<file path="src/rtl/booth_seq_mult.sv">
// rtl/booth_seq_mult.sv - radix-2 Booth sequential multiplier, signed or unsigned operands
// One Booth step per CALC cycle over WIDTH+1 extended bits, so latency is fixed at WIDTH+1 cycles.
module booth_seq_mult #(
  parameter int WIDTH = 8
) (
  input  logic                 clk,
  input  logic                 rst,
  input  logic                 start,
  input  logic                 signed_mode,
  input  logic [WIDTH-1:0]     a,
  input  logic [WIDTH-1:0]     b,
  output logic                 busy,
  output logic                 done,
  output logic [2*WIDTH-1:0]   p
);

  localparam int CW = $clog2(WIDTH + 2);

  typedef enum logic [1:0] {
    S_IDLE,
    S_CALC,
    S_DONE
  } state_t;

  state_t             r_state;
  // Accumulator carries one guard bit beyond the extended operand so add/subtract never overflows.
  logic [WIDTH+1:0]   r_acc;
  logic [WIDTH+1:0]   r_mcand;
  logic [WIDTH:0]     r_q;
  logic               r_q_m1;
  logic [CW-1:0]      r_cnt;

  logic [WIDTH+1:0]   w_a_ext;
  logic [WIDTH:0]     w_b_ext;
  logic [WIDTH+1:0]   w_sum;
  logic [WIDTH+1:0]   w_acc_next;
  logic [WIDTH:0]     w_q_next;

  always_comb begin
    w_a_ext = signed_mode ? {{2{a[WIDTH-1]}}, a} : {2'b00, a};
    w_b_ext = signed_mode ? {b[WIDTH-1], b} : {1'b0, b};
  end

  always_comb begin
    w_sum = r_acc;
    case ({r_q[0], r_q_m1})
      2'b01:   w_sum = r_acc + r_mcand;
      2'b10:   w_sum = r_acc - r_mcand;
      default: w_sum = r_acc;
    endcase
    w_acc_next = {w_sum[WIDTH+1], w_sum[WIDTH+1:1]};
    w_q_next   = {w_sum[0], r_q[WIDTH:1]};
  end

  always_ff @(posedge clk) begin
    if (rst) begin
      r_state <= S_IDLE;
      r_acc   <= '0;
      r_mcand <= '0;
      r_q     <= '0;
      r_q_m1  <= 1'b0;
      r_cnt   <= '0;
      busy    <= 1'b0;
      done    <= 1'b0;
      p       <= '0;
    end else begin
      case (r_state)
        S_IDLE: begin
          done <= 1'b0;
          if (start) begin
            r_mcand <= w_a_ext;
            r_acc   <= '0;
            r_q     <= w_b_ext;
            r_q_m1  <= 1'b0;
            r_cnt   <= CW'(WIDTH + 1);
            busy    <= 1'b1;
            r_state <= S_CALC;
          end
        end
        S_CALC: begin
          r_acc  <= w_acc_next;
          r_q    <= w_q_next;
          r_q_m1 <= r_q[0];
          r_cnt  <= r_cnt - 1'b1;
          // Last step: publish the product straight from the step result.
          if (r_cnt == CW'(1)) begin
            p       <= {w_acc_next[WIDTH-2:0], w_q_next};
            busy    <= 1'b0;
            done    <= 1'b1;
            r_state <= S_DONE;
          end
        end
        S_DONE: begin
          done    <= 1'b0;
          r_state <= S_IDLE;
        end
        default: begin
          r_state <= S_IDLE;
        end
      endcase
    end
  end

endmodule
</file>
<file path="config.mk">
export PLATFORM = sky130hd
export DESIGN_NAME = booth_seq_mult
export DESIGN_NICKNAME = d
export VERILOG_FILES = /design/src/rtl/booth_seq_mult.sv
export SDC_FILE = /design/constraint.sdc
export NUM_CORES = 1
export LEC_CHECK = 0
export CORE_ASPECT_RATIO = 0.7
export CORE_UTILIZATION = 50
export DETAILED_ROUTE_END_ITERATION = 16
export GPL_ROUTABILITY_DRIVEN = 0
export PLACE_DENSITY = 0.76
export SLEW_MARGIN = 10
export SYNTH_ARGS = -nofsm -noshare
export SYNTH_HDL_FRONTEND = slang
export SYNTH_SLANG_ARGS = --single-unit
</file>
<file path="constraint.sdc">
create_clock -name clk -period 2.9 [get_ports clk]
set_input_delay 0.725 -clock clk [delete_from_list [all_inputs] [get_ports clk]]
set_output_delay 0.725 -clock clk [all_outputs]
set_load 0.05 [all_outputs]
</file>
==> metrics.yaml <==
run_status:
  status: "finished, final reports clean"
drt:
  viasPerCell: 5.425
  drtAntennaViolNets: 0
  vias: 2463
  drt_iter0_markers: 149
  firstDrtPassIters: 4
  wl_per_cell_um: 13.94
  drcViolationCount: 0
  wirelength_mm: 6.327
floorplanning:
  coreArea_um2: 5258
  io-pin-count: 38
  die-area_um2: 5808
  die_y_um: 64.07
  die_x_um: 90.66
  fp-row-count: 22
  start_util: 0.5233
finish:
  multi_input_area_um2: 1536
  regArea_um2: 1041
  design_area_um2: 3266
  areaGrowthSynthToFinish_pct: 18.69
  drive_above_1_share: 0.08377
  finalNonFillerCells: 454
  nets: 415
  diodes: 0
  fillCellCount: 476
yosys:
  syn_inst: 350
  avgSynthCellArea_um2: 7.861
  async_flop_share: 0
  synth_top_area_share: 0.3784
  seq_area_frac_synth: 0.3784
  ys.flop_type: "dfxtp_1"
  synth_top_cell_by_area: "dfxtp_1"
  synth_fp_nets: 384
  synth_area_um2: 2751
  synth-edff-count: 0
  yosys_warnings: 0
  ys_ff_latch: 52
  ys_top_cells_by_area: "dfxtp_1 (38%), a21oi_1 (9.6%), nand2_1 (7.2%)"
  synth.distinct_cells: 54
hold_path:
  hold_class: "reg2reg"
sta:
  fin_crit_ns: 2.591
  period_share: 0.8936
  skew_ns: 0.008660
  report.final.hold_viol_count: 0
  setup_viol: 0
  clock.fmax_mhz: 385.9
  tns_ns: 0
  rsz0062_at_grt: "false"
  worst_slack_ns: 0.3085
  worst_pin_slew_ns: 0.7670
  slew_headroom: 0.4886
  drv_slew: 0
clock_tree:
  clk_latency_ns: 0.30
  htreeDepth: 2
  cts_buffer_depth: 2
  cts_tree: "built"
  ctsHoldBuffers: 0
  postCtsSetupRepairBufs: 0
  ctsResizeCount: 0
  cts.clk_slew.worst_paths_ns: 0.10
  clk_root_buffer_cell: "clkbuf_8"
  cts_inserted_buffers: 5
  clkSinkCount: 52
setup_path:
  setup.worst_path.start_class: "flip-flop"
  crit_type: "reg2reg"
  cp.required_ns: 3.14
  crit_buf_inv: 0
  critPathSlowestCell: "fa_1"
  worstPathArrival_ns: 2.83
  critPathMaxStageDelay_ns: 0.44
  worstPathCellList: "ha_1 > mux2_2 > fa_1 > nor2b_1 > o21bai_4 > a2111o_1 > o211ai_2 > nor2_2 > nor3_2"
  crit_fanout: 4
  crit_family: "adder cells"
  end_kind: "flip-flop"
power:
  p_seq_frac: 0.442
  p_int_w: 0.001198
  ir_drop_v: 0.0002693
  pwr-share-comb: 0.318
  power_density_nw_per_um2: 556.1
  clock_power_share: 0.239
  p_switching_w: 0.0006183
  p_leak_nw: 1.164
  p_sw_frac: 0.3405
global_route:
  grt_start_max_net_pins: 41
  grt.total_usage: 0.2311
  antenna_found_initial: 0
  grt_pass1_vias: 2233
  grt_pass1_wl_mm: 10.56
  grt-ovfl-total: 0
placement:
  postPlaceCellArea_um2: 3172
  pre_cts_slack_ns: 0.3308
  port-buffer-count: 37
  dpl.hpwl_mm: 4.460
  place_inst: 446
flow_run:
  maxCapViolCount: 0
==> flip-flops by register name, indices dropped and copies added (netlist names) <==
| signal | cells |
|---|---|
| r_acc | 9 |
| r_mcand | 9 |
| p | 16 |
| busy | 1 |
| r_cnt | 4 |
| r_q | 9 |
| r_q_m1 | 1 |
| r_state | 2 |
| done | 1 |
==> worst reg2reg max path: stages, from the launching register on <==
cell and delay, ns:
dfxtp_1 0.38, ha_1 0.26, mux2_2 0.39, fa_1 0.44, nor2b_1 0.25, o21bai_4 0.09, a2111o_1 0.42, o211ai_2 0.09
nor2_2 0.05, nor3_2 0.15
==> area by class of cell <==
class | instances | area share
Inverter | 23 | 0.02644
Timing Repair Buffer | 44 | 0.1280
Tap cell | 72 | 0.02759
Multi-Input combinational cell | 255 | 0.4705
Clock inverter | 1 | 0.002299
Clock buffer | 7 | 0.02644
Sequential cell | 52 | 0.3188
==> per-stage QoR <==
stage	hold slack, ns	util	power (W)
global route	0.4814	0.6211	0.001924
floorplan	0.4420	-	0.001252
CTS	0.4605	0.6211	0.001827
finish	0.4594	0.6211	0.001816
detailed placement	0.4476	0.6033	0.001393
global placement	0.4427	0.6033	0.001380
==> path summary, 6_finish.rpt <==
check | startpoint | end | slack [ns] | depth (start not counted)
worst max register to register | r_q[0]$_SDFFE_PP0P_ | p[14]$_SDFFE_PP0P_ | 0.31 | 9
worst min-delay path | p[1]$_SDFFE_PP0P_ | p[1]$_SDFFE_PP0P_ | 0.46 | 2
worst min register to register | p[1]$_SDFFE_PP0P_ | p[1]$_SDFFE_PP0P_ | 0.46 | 2
worst max-delay path | r_q[0]$_SDFFE_PP0P_ | p[14]$_SDFFE_PP0P_ | 0.31 | 9
==> layer usage <==
layer  share of wire  GRT usage
met1            0.52     0.3260
met2            0.42     0.3646
met3           0.055    0.04643
met4          0.0032    0.05040
met5               0          0
==> cell families after synthesis <==
logic type | Yosys count | synth area share
AOI/OAI and AO/OA | 107 | 0.2460
muxes | 4 | 0.01501
DFF | 52 | 0.3784
and+or+nand+nor | 119 | 0.1960
buffers and inverters | 43 | 0.06321
xor gates and xnor gates | 11 | 0.03502
adders and majority gates | 14 | 0.06640
==> synth_stat cells, drive strengths merged (2+ instances only) <==
cell type	n
o31ai	2
or3	3
buf	8
o21bai	2
ha	13
nor3	7
a21oi	54
a31oi	5
o22ai	9
nand2b	4
inv	22
o21a	2
mux2i	3
a211oi	3
a32oi	2
xnor2	10
nor3b	2
nor2	35
dfxtp	52
nor2b	3
clkbuf	12
o211ai	2
o21ai	15
a22oi	6
nand3	6
nand2	54
==> placed cells by master (no fill, tap or decap), types with 4 or more instances in the layout <==
cell	instances
a21oi_1	53
clkdlybuf4s50_1	36
inv_1	21
nand2b_1	4
a31oi_1	5
nor3_1	6
o21ai_0	13
clkbuf_8	6
nand3_1	5
nor2_1	33
xnor2_1	10
a22oi_1	6
o22ai_1	9
buf_4	7
ha_1	13
dfxtp_1	52
nand2_1	53
==> power by group through the flow <==
stage                     Combinational [W]  Clock (W)  Sequential (W)
after CTS                          0.000576   0.000448        0.000802
after detailed placement           0.000574          0        0.000819
final                              0.000578   0.000435        0.000803
after global routing               0.000641   0.000472        0.000811
after global placement             0.000563          0        0.000817
after floorplan                    0.000418          0        0.000834
(Power assumes the default switching activity.)
